## src/rtl/corretor_hamming.sv

```systemverilog
// Two-stage Hamming(15,11) single-error-correcting decoder with valid/ready on both sides.
// Define CORRETOR_CONTADOR_EN to build the saturating corrected-word counter on contagem.
module corretor_hamming #(
    parameter int LARGURA_CONT = 16
) (
    input  logic                    clk,
    input  logic                    rst_n,
    input  logic [14:0]             entrada,
    input  logic                    entrada_valida,
    output logic                    entrada_pronta,
    output logic [10:0]             dados,
    output logic [3:0]              sindrome,
    output logic                    erro,
    output logic                    saida_valida,
    input  logic                    saida_pronta,
    output logic [LARGURA_CONT-1:0] contagem
);

    logic        v1_q, v2_q;
    logic [14:0] palavra_q;
    logic [3:0]  sind1_q, sind1_d;
    logic [10:0] dados_q, dados_d;
    logic [3:0]  sind2_q;
    logic        erro_q, erro_d;
    logic        avanca1, avanca2;
    logic [14:0] mascara, corrigida;

    assign avanca2        = !v2_q || saida_pronta;
    assign avanca1        = !v1_q || avanca2;
    assign entrada_pronta = avanca1;

    // sindrome[k] collects every received bit whose 1-based position has bit k set
    always_comb begin
        sind1_d = '0;
        for (int i = 0; i < 15; i++) begin
            for (int k = 0; k < 4; k++) begin
                if ((((i + 1) >> k) & 1) == 1)
                    sind1_d[k] = sind1_d[k] ^ entrada[i];
            end
        end
    end

    // A nonzero syndrome is the 1-based position of the flipped bit
    always_comb begin
        mascara = '0;
        if (sind1_q != 4'd0)
            mascara = 15'd1 << (sind1_q - 4'd1);
        corrigida = palavra_q ^ mascara;
        dados_d   = {corrigida[14:8], corrigida[6:4], corrigida[2]};
        erro_d    = (sind1_q != 4'd0);
    end

    always_ff @(posedge clk or negedge rst_n) begin
        if (!rst_n) begin
            v1_q      <= 1'b0;
            palavra_q <= '0;
            sind1_q   <= '0;
        end else if (avanca1) begin
            v1_q      <= entrada_valida;
            palavra_q <= entrada;
            sind1_q   <= sind1_d;
        end
    end

    always_ff @(posedge clk or negedge rst_n) begin
        if (!rst_n) begin
            v2_q    <= 1'b0;
            dados_q <= '0;
            sind2_q <= '0;
            erro_q  <= 1'b0;
        end else if (avanca2) begin
            v2_q    <= v1_q;
            dados_q <= dados_d;
            sind2_q <= sind1_q;
            erro_q  <= erro_d;
        end
    end

    assign dados        = dados_q;
    assign sindrome     = sind2_q;
    assign erro         = erro_q;
    assign saida_valida = v2_q;

`ifdef CORRETOR_CONTADOR_EN
    logic [LARGURA_CONT-1:0] cont_q;

    // Counts delivered corrections only; holds at all-ones instead of wrapping
    always_ff @(posedge clk or negedge rst_n) begin
        if (!rst_n)
            cont_q <= '0;
        else if (v2_q && saida_pronta && erro_q && (cont_q != '1))
            cont_q <= cont_q + 1'b1;
    end

    assign contagem = cont_q;
`else
    assign contagem = '0;
`endif

endmodule

```

## config.mk

```make
export PLATFORM = sky130hd
export DESIGN_NAME = corretor_hamming
export DESIGN_NICKNAME = d
export VERILOG_FILES = /design/src/rtl/corretor_hamming.sv
export SDC_FILE = /design/constraint.sdc
export NUM_CORES = 1
export LEC_CHECK = 0
export CORE_AREA = 2 2 65 67
export DETAILED_ROUTE_END_ITERATION = 8
export DIE_AREA = 0 0 67 69
export DONT_BUFFER_PORTS = 1
export GPL_ROUTABILITY_DRIVEN = 0
export PLACE_DENSITY = 0.67
export SETUP_SLACK_MARGIN = 0.3
export SYNTH_ARGS = -nofsm -noshare
export SYNTH_HDL_FRONTEND = slang
export SYNTH_SLANG_ARGS = --single-unit
```

## constraint.sdc

```tcl
create_clock -name clk -period 3.7 [get_ports clk]
set_input_delay 0.37 -clock clk [delete_from_list [all_inputs] [get_ports clk]]
set_output_delay 0.37 -clock clk [all_outputs]
set_load 0.01 [all_outputs]
```

==> flow_summary.toml <==
[yosys]
post-synth-top-area-cell = "dfrtp_1"
yosysSeqAreaShare_pct = 48.8
synth_cell_type_count = 20
mean_area_per_synthesized_cell_um2 = 10.8
ys_dominant_reg_cell = "dfrtp_1"
ys_seq_elements = 33
synthesis.area_um2 = 1690
async_reset_ff_share_pct = 100
synth_area_leaders = "dfrtp_1 49%, xnor2_1 11%, mux2_2 11%"
synth.top_cells.by_count = "33 x dfrtp_1, 22 x xnor2_1, 16 x buf_4, 16 x mux2_2, 14 x nand2_1"
synthMostInstantiatedCell = "dfrtp_1"
synthesis.yosys.warnings = 0
syn-instance-count = 156
number_of_enable_flip_flop_cells_after_synthesis = 0
yosysTopAreaCellShare_pct = 48.8

[setup_path]
crit_type = "reg -> out"
crit_chain = "nor2b_1 > buf_4 > nand2_1"
delay_contributed_by_the_slowest_stage_of_the_critical_path_ns = 0.62
crit_arrival_ns = 1.66
critical_path_endpoint_category = "output pin"
critical-path-slowest-cell = "nand2_1"
worstPathMaxFanout = 29
cp-start-kind = "flip-flop"
worst-endpoint-required_ns = 3.33

[global_routing]
track_usage_pct = 13.7
globalRoute.totalOverflow = 0
antenna_violations_before_repair = 0
maximum_number_of_pins_on_one_net_before_global_route_repair = 34
grt_pass1_vias = 960
grt_pass1_wl_um = 4640

[layout]
antenna_cells_inserted = 0
drive_above_1_share_pct = 16.8
nNetsFinal = 179
area.growth.synth_to_final_pct = 5.55

[clock_network]
h-tree-depth = 2
cts_inserted_buffers = 5
clock_sink_count = 33
worst_skew_pair_latency_ns = 0.28
cts_buffer_depth = 2
postCtsHoldBufs = 2
cts-resized-gates = 0
cts_setup_buffers = 0
cts_tree = "done"
cts-root-buf = "clkbuf_8"
cts.reportedPaths.clkPinSlew_ns = 0.06

[routing]
dr.pass1.iters = 4
postRouteAntennaNets = 0
routed-wl-met3_um = 290
dr_wl_met2_um = 1260
top_signal_layer_used = "met4"
detail_route.vias_per_cell = 4.63
drt_drc_violations_left = 0
routed_wire_length_per_instance_um = 13.1
drtIter0Drc = 39
wl_met1_um = 1150
wl_um = 2760
num_vias = 977

[sta]
fin_hold_ws_ns = 0.198
worst_pin_slew_ns = 0.800
clock-skew-final_ns = 0.00559
min_period_ns = 2.03
max-slew-margin-rel_pct = 46.6
fmax_mhz = 492
finalSetupViolations = 0
setup_repair_after_global_routing_missed_its_margin = "false"
finalHoldViolCount = 0
finalSetupTns_ns = 0
maxSlewViolCount = 0
period_share_pct = 55.0

[status]
outcome = "complete, no violations"

[floorplan]
die_h_um = 69
floorplan.core_area_um2 = 3910
die-area_um2 = 4620
num_rows = 23
io-pin-count = 53
chipWidth_um = 67
initial_utilization_pct = 43.2

[worst_hold_path]
hold_class = "in -> reg"

[pwr]
ir_worst_vdd_uv = 270
leakagePower_nw = 0.721
power.density_cell_area_nw_per_um2 = 579

[run]
max_cap_viols = 0

[placement]
place_hpwl_um = 2170
buffer_ports.inserted = 0
[power by group]
group	switching, mW	internal (mW)
Clock	0.114	0.133
Combinational	0.105	0.117
Sequential	0.115	0.448
Total	0.335	0.698
[worst max-delay path: cells and delay by family, from the launching register on]
family,cells,cell delay (ns)
buffers and inverters,1,0.20
flip-flops,1,0.41
AND/OR/NAND/NOR,2,0.76
[cell type report]
type                            instances  area, um2
Tap cell                               50       62.6
Timing Repair Buffer                    3       37.5
Sequential cell                        33        826
Multi-Input combinational cell        117        779
Fill cell                             373       2130
Clock buffer                            8       80.1
[state kept, by name (all words and copies together), names as in the netlist]
register and count:
sindrome 4, palavra_q 11, saida_valida 1, dados 11
v1_q 1, sind1_q 4, erro 1
[layer usage]
layer	track usage, %	vias up
met1	16.7	441
met4	6.12	0
li1	-	481
met3	7.01	6
met5	0	-
met2	19.9	49
[cells by family after synthesis]
family	after synthesis	share of synthesized area (%)
and+or+nand+nor	37	10.4
xor gates and xnor gates	33	17.1
DFF	33	48.8
buffers and inverters	21	8.43
muxes	16	10.7
AOI/OAI and AO/OA	15	4.44
other	1	0.222
[path summary, 6_finish.rpt]
path	start	endpoint	slack (ns)	cells past startpoint
worst max-delay path	saida_valida	entrada_pronta	1.67	3
worst min-delay path	entrada_valida	v1_q	0.20	1
worst max register to register	saida_valida	palavra_q[11]	1.78	4
worst min register to register	v1_q	saida_valida	0.46	1
max in group asynchronous	rst_n	dados[9]	3.01	2
min in group asynchronous	rst_n	saida_valida	0.52	2
[placed cells by master (no fill, tap or decap), types with 2 or more instances in the layout]
cell type / synthesis / final
nand2_1: 14 / 14
dfrtp_1: 33 / 33
nor2_1: 8 / 8
mux2_2: 16 / 16
conb_1: 1 / 16
xnor2_1: 22 / 22
nor3_1: 2 / 2
or2_2: 4 / 4
nand2b_1: 5 / 5
clkbuf_8: 0 / 5
o21ai_0: 10 / 10
xor2_1: 11 / 11
a21oi_1: 4 / 4
clkbuf_1: 2 / 3
[stage by stage]
step	util (%)	worst slack [ns]	instance area, um2	instances	power, mW
2_1_floorplan	-	2.39	1750	171	0.743
3_3_place_gp	42.8	1.82	1680	201	0.775
3_5_place_dp	42.8	1.78	1680	201	0.786
4_1_cts	45.6	1.64	1790	211	1.05
5_1_grt	45.6	1.52	1790	211	1.11
6_report	45.6	1.67	1790	211	1.03
Power figures use the tool's default switching activity.
